### src/rtl/seq_sorter_pkg.sv
`timescale 1ns/1ps
`default_nettype none
// +--------------------------------------------------------------------------+
// | seq_sorter_pkg : shared state encoding and sizing helper for seq_sorter  |
// | Revision: 1.0                                                            |
// +--------------------------------------------------------------------------+
package seq_sorter_pkg;

   typedef enum logic [1:0] {
      S_IDLE = 2'd0,
      S_SORT = 2'd1,
      S_DONE = 2'd2
   } state_t;

   // Bits needed to hold values 0..value-1.
   function automatic int clog2(input int value);
      int r_bits;
      int v;
      r_bits = 0;
      v      = value - 1;
      while (v > 0) begin
         r_bits = r_bits + 1;
         v      = v >> 1;
      end
      return r_bits;
   endfunction

endpackage
`default_nettype wire

### src/rtl/seq_sorter_compare_exchange.sv
`timescale 1ns/1ps
`default_nettype none
// +--------------------------------------------------------------------------+
// | compare_exchange : orders one adjacent element pair (ascending/descending)|
// | Revision: 1.0                                                            |
// +--------------------------------------------------------------------------+
module compare_exchange #(
   parameter int WIDTH = 4
) (
   input  logic [WIDTH-1:0] lo,
   input  logic [WIDTH-1:0] hi,
   input  logic             dir,
   output logic [WIDTH-1:0] lo_o,
   output logic [WIDTH-1:0] hi_o
);

   logic w_swap;

   // Strict comparisons so equal values never move.
   assign w_swap = dir ? (hi > lo) : (hi < lo);
   assign lo_o   = w_swap ? hi : lo;
   assign hi_o   = w_swap ? lo : hi;

endmodule
`default_nettype wire

### src/rtl/seq_sorter.sv
`timescale 1ns/1ps
`default_nettype none
// +--------------------------------------------------------------------------+
// | seq_sorter : iterative odd-even transposition sorter, valid/ready I/O    |
// | Revision: 1.0                                                            |
// +--------------------------------------------------------------------------+
module seq_sorter
   import seq_sorter_pkg::*;
#(
   parameter int WIDTH = 4,
   parameter int N     = 4
) (
   input  logic               clk,
   input  logic               rst_n,
   input  logic               in_valid,
   output logic               in_ready,
   input  logic [N*WIDTH-1:0] in_data,
   input  logic               descend,
   output logic               out_valid,
   input  logic               out_ready,
   output logic [N*WIDTH-1:0] out_data
);

   localparam int              c_pw   = clog2(N + 1);
   localparam logic [c_pw-1:0] c_last = c_pw'(N - 1);

   state_t                      r_state;
   logic [N-1:0][WIDTH-1:0]     r_elem;
   logic                        r_dir;
   logic [c_pw-1:0]             r_phase;
   logic                        r_in_ready;
   logic                        r_out_valid;

   logic [N-2:0][WIDTH-1:0]     w_lo;
   logic [N-2:0][WIDTH-1:0]     w_hi;
   logic [N-1:0][WIDTH-1:0]     w_next;

   for (genvar i = 0; i < N - 1; i++) begin : g_cx
      compare_exchange #(.WIDTH(WIDTH)) u_cx (
         .lo   (r_elem[i]),
         .hi   (r_elem[i+1]),
         .dir  (r_dir),
         .lo_o (w_lo[i]),
         .hi_o (w_hi[i])
      );
   end

   // Each element takes its pair result for the current parity, or holds if unpaired.
   for (genvar i = 0; i < N; i++) begin : g_sel
      logic [WIDTH-1:0] w_even;
      logic [WIDTH-1:0] w_odd;
      if (i % 2 == 0) begin : g_even_idx
         if (i + 1 < N) begin : g_pair
            assign w_even = w_lo[i];
         end else begin : g_alone
            assign w_even = r_elem[i];
         end
         if (i >= 2) begin : g_pair_odd
            assign w_odd = w_hi[i-1];
         end else begin : g_alone_odd
            assign w_odd = r_elem[i];
         end
      end else begin : g_odd_idx
         assign w_even = w_hi[i-1];
         if (i + 1 < N) begin : g_pair_odd
            assign w_odd = w_lo[i];
         end else begin : g_alone_odd
            assign w_odd = r_elem[i];
         end
      end
      assign w_next[i] = r_phase[0] ? w_odd : w_even;
   end

   always_ff @(posedge clk) begin
      if (!rst_n) begin
         r_state     <= S_IDLE;
         r_elem      <= '0;
         r_dir       <= 1'b0;
         r_phase     <= '0;
         r_in_ready  <= 1'b1;
         r_out_valid <= 1'b0;
      end else begin
         case (r_state)
            S_IDLE: begin
               if (in_valid) begin
                  r_elem     <= in_data;
                  r_dir      <= descend;
                  r_phase    <= '0;
                  r_state    <= S_SORT;
                  r_in_ready <= 1'b0;
               end
            end
            S_SORT: begin
               r_elem  <= w_next;
               r_phase <= r_phase + c_pw'(1);
               if (r_phase == c_last) begin
                  r_state     <= S_DONE;
                  r_out_valid <= 1'b1;
               end
            end
            S_DONE: begin
               if (out_ready) begin
                  r_state     <= S_IDLE;
                  r_out_valid <= 1'b0;
                  r_in_ready  <= 1'b1;
               end
            end
            default: begin
               r_state     <= S_IDLE;
               r_in_ready  <= 1'b1;
               r_out_valid <= 1'b0;
            end
         endcase
      end
   end

   assign in_ready  = r_in_ready;
   assign out_valid = r_out_valid;
   assign out_data  = r_elem;

endmodule
`default_nettype wire

### config.mk
export PLATFORM = sky130hd
export DESIGN_NAME = seq_sorter
export DESIGN_NICKNAME = d
export VERILOG_FILES = /design/src/rtl/seq_sorter_pkg.sv /design/src/rtl/seq_sorter_compare_exchange.sv /design/src/rtl/seq_sorter.sv
export SDC_FILE = /design/constraint.sdc
export NUM_CORES = 1
export LEC_CHECK = 0
export ABC_AREA = 1
export BUFFER_PORTS_ARGS = -buffer_cell sky130_fd_sc_hd__buf_2
export CAP_MARGIN = 5
export CORE_UTILIZATION = 60
export DETAILED_ROUTE_END_ITERATION = 12
export PLACE_DENSITY = 0.87
export SKIP_CTS_REPAIR_TIMING = 1
export SLEW_MARGIN = 20
export SYNTH_ARGS = -nofsm -noshare
export SYNTH_HDL_FRONTEND = slang
export SYNTH_HIERARCHICAL = 1
export SYNTH_SLANG_ARGS = --single-unit
### constraint.sdc
create_clock -name clk -period 3.29 [get_ports clk]
set_input_delay 0.8225 -clock clk [delete_from_list [all_inputs] [get_ports clk]]
set_output_delay 0.8225 -clock clk [all_outputs]
set_load 0.02 [all_outputs]
**Word level (Yosys, flattened, before mapping)**

Index checks and enable logic that the tools add are counted.

- Flip-flop bits (word level): 24
- Bits of input ports: 21
- Output and inout bits: 18

- Add/sub/neg operators: 1
- Magnitude comparators: 6
- Equality and inequality tests: 12
- Multiplexer cells: 27
- Bitwise logic cells: 2
- Reductions and logical operators: 11

Operators with widths:

| kind | count |
|---|---|
| $mux 4 | 10 |
| $pmux 16 s2 | 1 |
| $mux 16 | 1 |
| $reduce_and 4->1 | 4 |
| $gt 4x4->1 | 3 |
| $lt 4x4->1 | 3 |
| $ne 3x2->1 const B | 3 |
| $reduce_and 3->1 | 3 |
| $ne 2x2->1 const B | 4 |
| $mux 1 | 7 |
| $mux 2 | 3 |
| $pmux 1 s3 | 2 |
| $pmux 2 s3 | 1 |
| $pmux 3 s2 | 1 |
| $ne 2x1->1 const B | 2 |
| $reduce_and 2->1 | 2 |
| $add 3x1->3 const B | 1 |
| $eq 3x2->1 const B | 1 |
| $mux 3 | 1 |
| $eq 2x1->1 const B | 1 |
| $eq 2x2->1 const B | 1 |
| $logic_not 2->1 | 1 |
| $not 1->1 | 2 |
| $reduce_bool 2->1 | 1 |

**Depth between registers and ports, before layout**

Gate-level depths: netlist of run 1.

- Depth in word-level cells: 5
- Gate-level depth with buffers: 17
- Gate-level depth less buffers: 17

**Modules after synthesis**

Netlist of run 1, hierarchy kept.

By module, submodules not included:

| module | times used | cells each | area each (µm²) |
|---|---|---|---|
| seq_sorter | 1 | 219 | 1283.7 |
| compare_exchange | 3 | 46 | 236.5 |

**Least setup slack after synthesis of run 1**

No wires, ideal clock.

- Path kind: register to register
- Start: reg r_elem (netlist bit out_data[11])
- End: reg r_elem (netlist bit out_data[11])
- Arrival: 1.798 ns
- Path slack: 1.383 ns
- Stages on the path, launching flop included: 15
- Buffers on the path: 0
- Period minus slack after synthesis: 1.907 ns
- Cells stage by stage: dfxtp_1 inv_1 ha_1 a21oi_1 nand2_1 nand2_2 nand2_4 nand2_1 nand2_1 nand2_1 nand2_1 nand2_1 nand3_1 nand2_1 inv_1

- Word-level cells in the longest chain between the ends: 4
- Elaborated cells on any way between the ends: 9
- Those cells by class: order compare (4); eq/ne (2); mux (2); reduce/logical (1)

RTL lines:

| element | line | source |
|---|---|---|
| from (decl) | seq_sorter.sv:28 | `logic [N-1:0][WIDTH-1:0] r_elem;` |
| from (signal assigned) | seq_sorter.sv:86 | `r_elem <= in_data;` |
| from (signal assigned) | seq_sorter.sv:94 | `r_elem <= w_next;` |
| $lt 4x4->1 / $gt 4x4->1 (equally long branches) | seq_sorter_compare_exchange.sv:20 | `assign w_swap = dir ? (hi > lo) : (hi < lo);` |
| $mux 1 | seq_sorter_compare_exchange.sv:20 |  |
| $ne 3x2->1 (no line) | n/a |  |
| $reduce_and 4->1 (no line) (*) | n/a |  |

Every way passes the cells marked *; elsewhere a longest branch is shown, timed or not.
A chain may end at the register's enable or synchronous reset.

**Final worst setup path of run 1**

- Start: reg r_elem (netlist bit out_data[5])
- End: reg r_elem (netlist bit out_data[4])

The elaborated chain is that of the path after synthesis.

==> results of run 1 <==
## how the worst max path moves through the flow
| stage | to | start | slack (ns) | cells past startpoint |
|---|---|---|---|---|
| 2_1_floorplan | out_data[11]$_SDFFE_PN0P_ | out_data[11]$_SDFFE_PN0P_ | 1.38 | 14 |
| 3_3_place_gp | out_data[7]$_SDFFE_PN0P_ | out_data[5]$_SDFFE_PN0P_ | 1.28 | 16 |
| 3_5_place_dp | out_data[4]$_SDFFE_PN0P_ | out_data[5]$_SDFFE_PN0P_ | 1.25 | 16 |
| 4_1_cts | out_data[4]$_SDFFE_PN0P_ | out_data[5]$_SDFFE_PN0P_ | 1.24 | 16 |
| 5_1_grt | out_data[9]$_SDFFE_PN0P_ | out_data[11]$_SDFFE_PN0P_ | 1.01 | 14 |
| 6_report | out_data[4]$_SDFFE_PN0P_ | out_data[5]$_SDFFE_PN0P_ | 1.23 | 16 |
## critical path: stages, from the launching register on
cell     delay (ns)
dfxtp_1        0.56
inv_1          0.08
ha_1           0.31
nand2_1        0.07
nand2_1        0.07
nand2_1        0.09
nand2_1        0.07
nand2_2        0.16
nand2_4        0.10
nand2_1        0.07
nand2_1        0.05
nand2_1        0.05
nand2_1        0.06
nand2_1        0.06
nand3_1        0.07
nand2_1        0.07
inv_1          0.03
## power by group through the flow
stage / registers (mW) / clock network, mW / logic (mW)
CTS: 0.364 / 0.136 / 0.423
detailed placement: 0.371 / 0 / 0.419
floorplan: 0.382 / 0 / 0.306
global placement: 0.370 / 0 / 0.410
global route: 0.370 / 0.147 / 0.490
finish: 0.365 / 0.136 / 0.423
## area by class of cell
cell class	count	area, sq um
inverter	54	203
tap	44	55.1
timing repair buffer	39	198
multi-input combinational	272	1270
clock buffer	3	22.5
fill	326	872
sequential	24	480
## per-stage QoR
stage | cell area [sq um] | hold WS (ns) | utilization [%]
5_1_grt | 2230 | 0.496 | 71.9
6_report | 2230 | 0.453 | 71.9
4_1_cts | 2230 | 0.457 | 71.9
3_3_place_gp | 2210 | 0.431 | 71.2
2_1_floorplan | 1990 | 0.444 | -
3_5_place_dp | 2210 | 0.433 | 71.2
## per-layer routing
metal / track usage [%] / up-vias
li1: - / 1169
met1: 41.5 / 963
met2: 50.1 / 69
met3: 2.40 / 4
met4: 7.31 / 0
met5: 0 / -
## sequential cells by signal (all words and copies together) (netlist names)
| register | flops |
|---|---|
| g_sel.w_odd | 8 |
| out_data | 8 |
| in_ready | 1 |
| out_valid | 1 |
| r_state | 2 |
| r_phase | 3 |
| r_dir | 1 |
## cell usage in the layout, fill, tap and decap left out, drive strengths merged
cell      n
clkinv    2
ha       14
nand4     2
or2       1
a21oi    18
dfxtp    24
nor2     20
inv      52
nand3    36
clkbuf    3
o21ai     5
nand2   176
buf      39
## cells by family after synthesis
| group | after synthesis |
|---|---|
| AO/OA/AOI/OAI | 23 |
| buffers and inverters | 61 |
| adder cells (fa/ha/maj) | 14 |
| flip-flops | 24 |
| AND/OR/NAND/NOR | 235 |
==> flow_summary_export.csv, run 1 <==
group,metric,value,unit
sta,tightest_slew,0.454,ns
sta,clock_skew,0.00678,ns
yosys,synth_cell_type_count,19,
hold_path,hp-start,"in_ready$_SDFFE_PN1P_",
clocking,clkLatencyLatePin,0.32,ns
power,pwr-share-comb,45.8,%
yosys,synth_top_cell_by_area,"nand2_1",
finish,drive_above_1_share,14.0,%
sta,finalCritPeriodShare,62.5,%
sta,setup_viol,0,
global_routing,grt_usage,29.9,%
worst_setup_path,r2r-end,"out_data[4]$_SDFFE_PN0P_",
power,p_sw,420,uW
detailed_routing,drt-total-wl,4.85,mm
detailed_routing,drt_iter0_drc,152,
run,maxCapViolations,0,
placed_design,place_hpwl,3.54,mm
placed_design,portBuffers,38,
detailed_routing,antenna_left,0,
power,p_clk_share,14.8,%
worst_setup_path,start_kind,"flop",
hold_path,min_path_type,"reg -> reg",
yosys,avgSynthCellArea,5.58,sq um
floorplan,die_w,59.6,microns
worst_setup_path,cp-end-kind,"flop",
sta,drv_slew,0,
global_routing,grt_pass1_vias,1786,
yosys,yosys_warnings,6,
yosys,yosys.area_share.simple,49.3,%
clocking,cts_tree,"yes",
yosys,synth-main-ff-cell,"dfxtp_1",
worst_setup_path,critical_path_class,"reg -> reg",
sta,fmax,486,MHz
yosys,netlist_area,0.00199,sq mm
placed_design,dp_cells,433,
floorplan,die_h,59.6,microns
yosys,synth_area_leaders,"nand2_1 (32%), dfxtp_1 (24%), inv_1 (9.4%)",
detailed_routing,drt-met1-wl,2.18,mm
yosys,synth_top_cell_area_share,31.8,%
global_routing,grt_max_degree,20,
power,p_seq_share,39.5,%
power,internal-power,505,uW
global_routing,antenna_found_initial,0,
worst_setup_path,rrSetupSlack,1.23,ns
power,fin_total_pwr,925,uW
clocking,cts_buffer_depth,2,
floorplan,core,0.00310,sq mm
detailed_routing,first_pass_iters,4,
power,powerDensity,414,mW/mm^2
clocking,cts.sinks,24,
yosys,synth_top_family_by_area,"simple AND/OR/NAND/NOR gates",
yosys,ys_ff_latch,24,
worst_setup_path,critPathMaxFanout,9,
floorplan,start_util,64.2,%
run_status,status,"finished clean",
detailed_routing,dr.max_layer_used,"met4",
yosys,synth-edff-count,0,
finish,synthToLayoutAreaGrowth,11.9,%
detailed_routing,route.met3.wl,315,microns
power,power.leakage,1.32,nW
worst_setup_path,timing.rr.start,"out_data[5]$_SDFFE_PN0P_",
yosys,synth_commonest_cells,"nand2_1 (169), inv_1 (50), nand3_1 (33), dfxtp_1 (24), nor2_1 (20)",
finish,final_net_count,429,
yosys,synthArstFlopShare,0,%
sta,tns,0,ns
worst_setup_path,critPathRequiredTime,3.52,ns
clocking,cts.htree.levels,1,
floorplan,ioPinCount,39,
finish,layout.cells.non_filler,436,
detailed_routing,vias_per_cell,5.06,
finish,antenna_cells,0,
sta,rsz0062_at_grt,"false",
floorplan,core.rowCount,20,
worst_setup_path,worstPathArrival,2.29,ns
power,peakVddDrop,0.000264,V
yosys,synthAdderAreaFrac,8.79,%
sta,hold_viol_final,0,
detailed_routing,route.detailed.drc,0,
placed_design,pre_cts_ws,1.25,ns
sta,relSlewSlack,69.7,%
global_routing,grt_overflow,0,
hold_path,hold_depth,2,
yosys,ys_seq_area_share,24.1,%
yosys,syn_nets,392,
yosys,synth_xor_area_share,0,%
yosys,synthMuxAreaShare,0,%
clocking,cts_root_buffer,"clkbuf_4",
detailed_routing,dr_wl_met2,2.32,mm
yosys,syn_inst,357,
yosys,synth-compound-area-share,5.78,%
hold_path,hold_path_end,"in_ready$_SDFFE_PN1P_",
clocking,numCtsBuffers,3,
sta,period_minus_slack,2.06,ns
placed_design,gp_congestion,0.934,
sta,fin_ws,1.23,ns
worst_setup_path,worstRegToRegCells,16,
global_routing,grt_pass1_wl,8.07,mm
detailed_routing,wl_per_cell,11.1,microns
floorplan,die-area,0.00356,sq mm
clocking,clk_pin_slew,0.14,ns
power,switching_share,45.4,%
detailed_routing,vias,2205,
yosys,yosysMostFrequentCell,"nand2_1",
Note: power is estimated with default switching activity, not from simulation.
==> inputs of run 2 (changes only) <==
--- a/config.mk
+++ b/config.mk
@@ -8,9 +8,9 @@
 export ABC_AREA = 1
 export BUFFER_PORTS_ARGS = -buffer_cell sky130_fd_sc_hd__buf_2
 export CAP_MARGIN = 5
-export CORE_UTILIZATION = 60
+export CORE_UTILIZATION = 55
 export DETAILED_ROUTE_END_ITERATION = 12
-export PLACE_DENSITY = 0.87
+export PLACE_DENSITY = 0.81
 export SKIP_CTS_REPAIR_TIMING = 1
 export SLEW_MARGIN = 20
 export SYNTH_ARGS = -nofsm -noshare
==> constraint.sdc (replaced) <==
create_clock -name clk -period 2 [get_ports clk]
set_input_delay 0.5 -clock clk [delete_from_list [all_inputs] [get_ports clk]]
set_output_delay 0.5 -clock clk [all_outputs]
set_load 0.02 [all_outputs]
==> run 2 against run 1 <==
Against the previous run:
- sequential cell count unchanged
- final cell count rose by 6.0%
- non-clock buffer count grew 23
- sequential power up 59%
- critical endpoint is now out_data[11]$_SDFFE_PN0P_
- largest cell class unchanged
- highest routed layer unchanged
==> flow_summary_export.csv, run 2 (synthesis gave the netlist of run 1 again) <==
group,metric,value,unit
run_status,status,"finished clean",
power,switching_share,41.8,%
detailed_routing,first_pass_iters,4,
worst_setup_path,critPathMaxFanout,8,
worst_setup_path,critical_path_class,"reg -> reg",
worst_setup_path,r2r-end,"out_data[11]$_SDFFE_PN0P_",
clocking,numCtsBuffers,3,
power,p_sw,778,uW
detailed_routing,drt-total-wl,5.47,mm
worst_setup_path,cpPeakStageDelay,0.36,ns
finish,synthToLayoutAreaGrowth,27.4,%
worst_setup_path,cp-end-kind,"flop",
finish,drive_above_1_share,23.6,%
worst_setup_path,worstPathArrival,2.17,ns
placed_design,pre_cts_ws,-0.00558,ns
worst_setup_path,worstRegToRegCells,14,
detailed_routing,antenna_left,0,
sta,relSlewSlack,68.1,%
detailed_routing,route.detailed.drc,0,
floorplan,ioPinCount,39,
detailed_routing,wl_per_cell,11.8,microns
run,maxCapViolations,0,
floorplan,die_w,62.2,microns
worst_setup_path,crit_buf_inv,3,
sta,hold_viol_final,0,
worst_setup_path,cpMostUsedCell,"nand2_1",
detailed_routing,vias,2304,
worst_setup_path,critical_path.endpoint,"out_data[11]$_SDFFE_PN0P_",
floorplan,die_h,62.2,microns
power,p_clk_share,19.5,%
clocking,cts_buffer_depth,2,
clocking,cts.htree.levels,1,
detailed_routing,vias_per_cell,4.99,
worst_setup_path,start_kind,"flop",
sta,clock_skew,0.00143,ns
clocking,cts.sinks,24,
power,peakVddDrop,0.000596,V
worst_setup_path,rrSetupSlack,0.08,ns
finish,antenna_cells,0,
clocking,clkLatencyLatePin,0.32,ns
global_routing,grt_usage,28.7,%
worst_setup_path,timing.rr.start,"out_data[11]$_SDFFE_PN0P_",
finish,layout.cells.most_common_list,"nand2_1 (164), inv_1 (50), buf_2 (38), nand3_1 (33), buf_4 (24)",
clocking,clk_pin_slew,0.14,ns
placed_design,place_area,0.00234,sq mm
worst_setup_path,crit_chain,"buf_4 -> ha_4 -> nand2_1 -> o21ai_1 -> nand2_4 -> buf_4 -> nand3_1 -> nand2_1 -> nand2_1 -> nand2_1 -> nand2_1 -> nand3_1 -> nand2_1 -> inv_1",
power,p_seq_share,31.1,%
finish,fillers,306,
placed_design,place_hpwl,3.90,mm
global_routing,grt_overflow,0,
power,powerDensity,734,mW/mm^2
floorplan,core.rowCount,21,
clocking,cts_root_buffer,"clkbuf_4",
finish,fin_area,0.00254,sq mm
global_routing,grt_max_degree,20,
sta,fmax,520,MHz
placed_design,gp_congestion,0.888,
hold_path,min_path_type,"in -> reg",
clocking,cts_tree,"yes",
worst_setup_path,worstSetupStartpoint,"out_data[11]$_SDFFE_PN0P_",
global_routing,grt_pass1_vias,2052,
power,power.leakage,1.47,nW
floorplan,start_util,58.4,%
power,internal-power,1.08,mW
sta,drv_slew,0,
sta,fin_ws,0.0772,ns
sta,period_minus_slack,1.92,ns
worst_setup_path,crit_cells,14,
finish,final_common_cell,"nand2_1",
worst_setup_path,worst_path_max_delay_cell,"dfxtp_2",
worst_setup_path,critPathRequiredTime,2.24,ns
floorplan,core,0.00342,sq mm
detailed_routing,drt_iter0_drc,198,
sta,setup_viol,0,
floorplan,die-area,0.00387,sq mm
worst_setup_path,crit_family,"simple AND/OR/NAND/NOR gates",
power,pwr-share-comb,49.4,%
global_routing,antenna_found_initial,0,
global_routing,grt_pass1_wl,8.97,mm
sta,tightest_slew,0.478,ns
finish,final_net_count,452,
sta,finalCritPeriodShare,96.1,%
placed_design,portBuffers,38,
run 2: how the worst min path moves through the flow:
stage	startpoint	to	slack (ns)	cells after the start
3_3_place_gp	in_ready$_SDFFE_PN1P_	in_ready$_SDFFE_PN1P_	0.43	2
2_1_floorplan	r_phase[1]$_SDFFE_PN0P_	r_phase[1]$_SDFFE_PN0P_	0.44	2
6_report	descend	r_dir$_SDFFE_PN0P_	0.43	3
5_1_grt	descend	r_dir$_SDFFE_PN0P_	0.42	3
3_5_place_dp	in_ready$_SDFFE_PN1P_	in_ready$_SDFFE_PN1P_	0.43	2
4_1_cts	descend	r_dir$_SDFFE_PN0P_	0.42	3
run 2: stage by stage:
stage                     total power [mW]  util [%]  cells  hold slack, ns  setup TNS [ns]
after floorplan                       1.13         -    357           0.444               0
after global placement                1.34      68.5    452           0.429               0
after detailed placement              1.36      68.5    452           0.433        -0.00558
after CTS                             1.72      70.0    456           0.419          -0.232
after global routing                  2.01      74.4    462           0.423         -0.0999
final                                 1.86      74.4    462           0.426               0
run 2: worst register-to-register path, cell delays in order (launching register included):
cell and delay, ns:
dfxtp_2 0.36, buf_4 0.16, ha_4 0.28, nand2_1 0.07, o21ai_1 0.22, nand2_4 0.12
buf_4 0.16, nand3_1 0.06, nand2_1 0.06, nand2_1 0.06, nand2_1 0.06, nand2_1 0.06
nand3_1 0.07, nand2_1 0.07, inv_1 0.03
run 2: layout make-up:
cell class	instances	area [sq um]	share of cell area, %
clock buffer	3	22.5	0.887
clock inverter	1	30.0	1.18
inverter	54	203	7.98
multi-input combinational	272	1350	53.3
sequential	24	503	19.8
tap	46	57.6	2.27
timing repair buffer	62	370	14.6
run 2: layer usage:
| metal | global-route usage, % | vias up | share of wire [%] |
|---|---|---|---|
| li1 | - | 1213 | - |
| met1 | 37.6 | 994 | 45 |
| met2 | 48.9 | 87 | 47 |
| met3 | 5.15 | 10 | 7.3 |
| met4 | 6.10 | 0 | 1.3 |
| met5 | 0 | - | 0 |
run 2: power groups by stage:
stage	registers, mW	clock network [mW]	logic, mW
floorplan	0.628	0	0.503
global placement	0.583	0	0.761
detailed placement	0.583	0	0.777
CTS	0.573	0.369	0.782
global route	0.586	0.386	1.04
finish	0.580	0.363	0.920
==> inputs of run 3 (changes only) <==
==> constraint.sdc (replaced) <==
create_clock -name clk -period 2.1 [get_ports clk]
set_input_delay 0.525 -clock clk [delete_from_list [all_inputs] [get_ports clk]]
set_output_delay 0.525 -clock clk [all_outputs]
set_load 0.05 [all_outputs]
==> run 3 against run 2 <==
Against the previous run:
- sequential power shrank 3.4%
- worst hold slack gained 0.040 ns
- final area shrank 5.5%
- first-iteration DRC count shrank 51%
- sequential share of layout area grew 0.83 points
- non-clock buffer count shrank 10
- sequential cell count is the same
- clock skew grew 0.0099 ns
- via count shrank 3.3%
- highest routed layer unchanged
- maximum frequency shrank 0.80%
- largest power group unchanged
- setup slack gained 0.085 ns
- die area is the same
==> flow_summary_export.csv, run 3 (synthesis gave the netlist of run 1 again) <==
group,metric,value,unit
hold_path,min_path_type,"in -> reg",
worst_setup_path,critPathRequiredTime,2.34,ns
global_routing,grt_pass1_wl,8.50,mm
detailed_routing,vias,2228,
finish,seqCellArea,495,sq um
placed_design,dp_cells,446,
clocking,numCtsBuffers,3,
worst_setup_path,critical_path_class,"reg -> reg",
floorplan,die_w,62.2,microns
global_routing,grt_overflow,0,
finish,postLayoutCoreUtil,70.3,%
sta,setup_viol,0,
sta,rsz0062_at_grt,"true",
clocking,cts_tree,"yes",
global_routing,grt_max_degree,20,
clocking,cts.sinks,24,
placed_design,place_hpwl,3.78,mm
clocking,clkLatencyLatePin,0.33,ns
finish,multi_input_area,0.00130,sq mm
finish,layout.cells.most_common_list,"nand2_1 (168), inv_1 (50), buf_2 (38), nand3_1 (33), nor2_1 (20)",
floorplan,ioPinCount,39,
worst_setup_path,cpMostUsedCell,"nand2_1",
global_routing,grt_usage,26.9,%
finish,synthToLayoutAreaGrowth,20.5,%
sta,hold_viol_final,0,
finish,antenna_cells,0,
worst_setup_path,crit_family,"simple AND/OR/NAND/NOR gates",
power,fin_total_pwr,1.73,mW
sta,fmax,516,MHz
finish,fin_area,0.00240,sq mm
sta,clock_skew,0.0114,ns
clocking,clk_pin_slew,0.14,ns
worst_setup_path,start_kind,"flop",
clocking,cts.htree.levels,1,
placed_design,gp_congestion,0.883,
finish,fillers,326,
detailed_routing,route.detailed.drc,0,
run,maxCapViolations,0,
finish,layout.cells.non_filler,452,
floorplan,core,0.00342,sq mm
power,peakVddDrop,0.000421,V
placed_design,portBuffers,38,
run_status,status,"finished clean",
clocking,cts_buffer_depth,2,
worst_setup_path,cp-end-kind,"flop",
sta,tightest_slew,0.475,ns
sta,finalCritPeriodShare,92.3,%
global_routing,antenna_found_initial,0,
sta,drv_slew,0,
detailed_routing,vias_per_cell,4.93,
worst_setup_path,critPathMaxFanout,9,
worst_setup_path,worstPathArrival,2.18,ns
sta,tns,0,ns
finish,final_common_cell,"nand2_1",
floorplan,die-area,0.00387,sq mm
detailed_routing,antenna_left,0,
detailed_routing,drt-total-wl,5.12,mm
detailed_routing,first_pass_iters,4,
worst_setup_path,crit_chain,"inv_1 -> ha_1 -> a21oi_2 -> nand2_1 -> nand2_4 -> nand2_4 -> nand2_1 -> nand2_1 -> nand2_1 -> nand2_1 -> nand2_1 -> nand3_1 -> nand2_1 -> inv_1",
floorplan,start_util,58.4,%
detailed_routing,wl_per_cell,11.3,microns
global_routing,grt_pass1_vias,1927,
power,power.leakage,1.41,nW
finish,drive_above_1_share,19.2,%
floorplan,die_h,62.2,microns
detailed_routing,drt_iter0_drc,98,
worst_setup_path,crit_buf_inv,2,
clocking,cts_root_buffer,"clkbuf_4",
placed_design,place_area,0.00230,sq mm
worst_setup_path,worst_path_max_delay_cell,"dfxtp_4",
worst_setup_path,cpPeakStageDelay,0.43,ns
floorplan,core.rowCount,21,
finish,final_net_count,442,
sta,relSlewSlack,68.2,%
power,powerDensity,722,mW/mm^2
sta,period_minus_slack,1.94,ns
[run 3: path summary, 6_finish.rpt]
check,start,endpoint,slack (ns),cells past startpoint
min,descend,r_dir$_SDFFE_PN0P_,0.47,3
max reg2reg,out_data[7]$_SDFFE_PN0P_,out_data[7]$_SDFFE_PN0P_,0.16,14
min reg2reg,in_ready$_SDFFE_PN1P_,in_ready$_SDFFE_PN1P_,0.47,2
max,out_data[7]$_SDFFE_PN0P_,out_data[7]$_SDFFE_PN0P_,0.16,14
[run 3: area by class of cell]
class	instances	area share, %
Clock inverter	1	1.25
Timing Repair Buffer	52	12.2
Multi-Input combinational cell	272	54.1
Inverter	54	8.44
Clock buffer	3	0.938
Tap cell	46	2.40
Sequential cell	24	20.6
[run 3: where the power goes]
group	switching, mW	internal (mW)
sequential	0.0617	0.498
clock	0.159	0.193
combinational	0.554	0.267
total	0.775	0.958
[run 3: metrics by stage]
stage               worst slack [ns]  hold WS [ns]
floorplan                     0.0178         0.444
global placement               0.131         0.428
detailed placement            0.0832         0.452
CTS                           0.0498         0.462
global route                -0.00755         0.465
finish                         0.162         0.465
[run 3: worst min-delay path: stages]
cell     delay (ns)
buf_2          0.10
nand3_1        0.07
a21oi_1        0.07
[run 3: per-layer routing]
metal	global-route usage, %	vias to the layer above	share of wire, %
met4	8.72	0	1.2
met1	34.5	978	48
met3	1.65	8	2.9
met5	0	-	0
li1	-	1196	-
met2	47.8	46	48
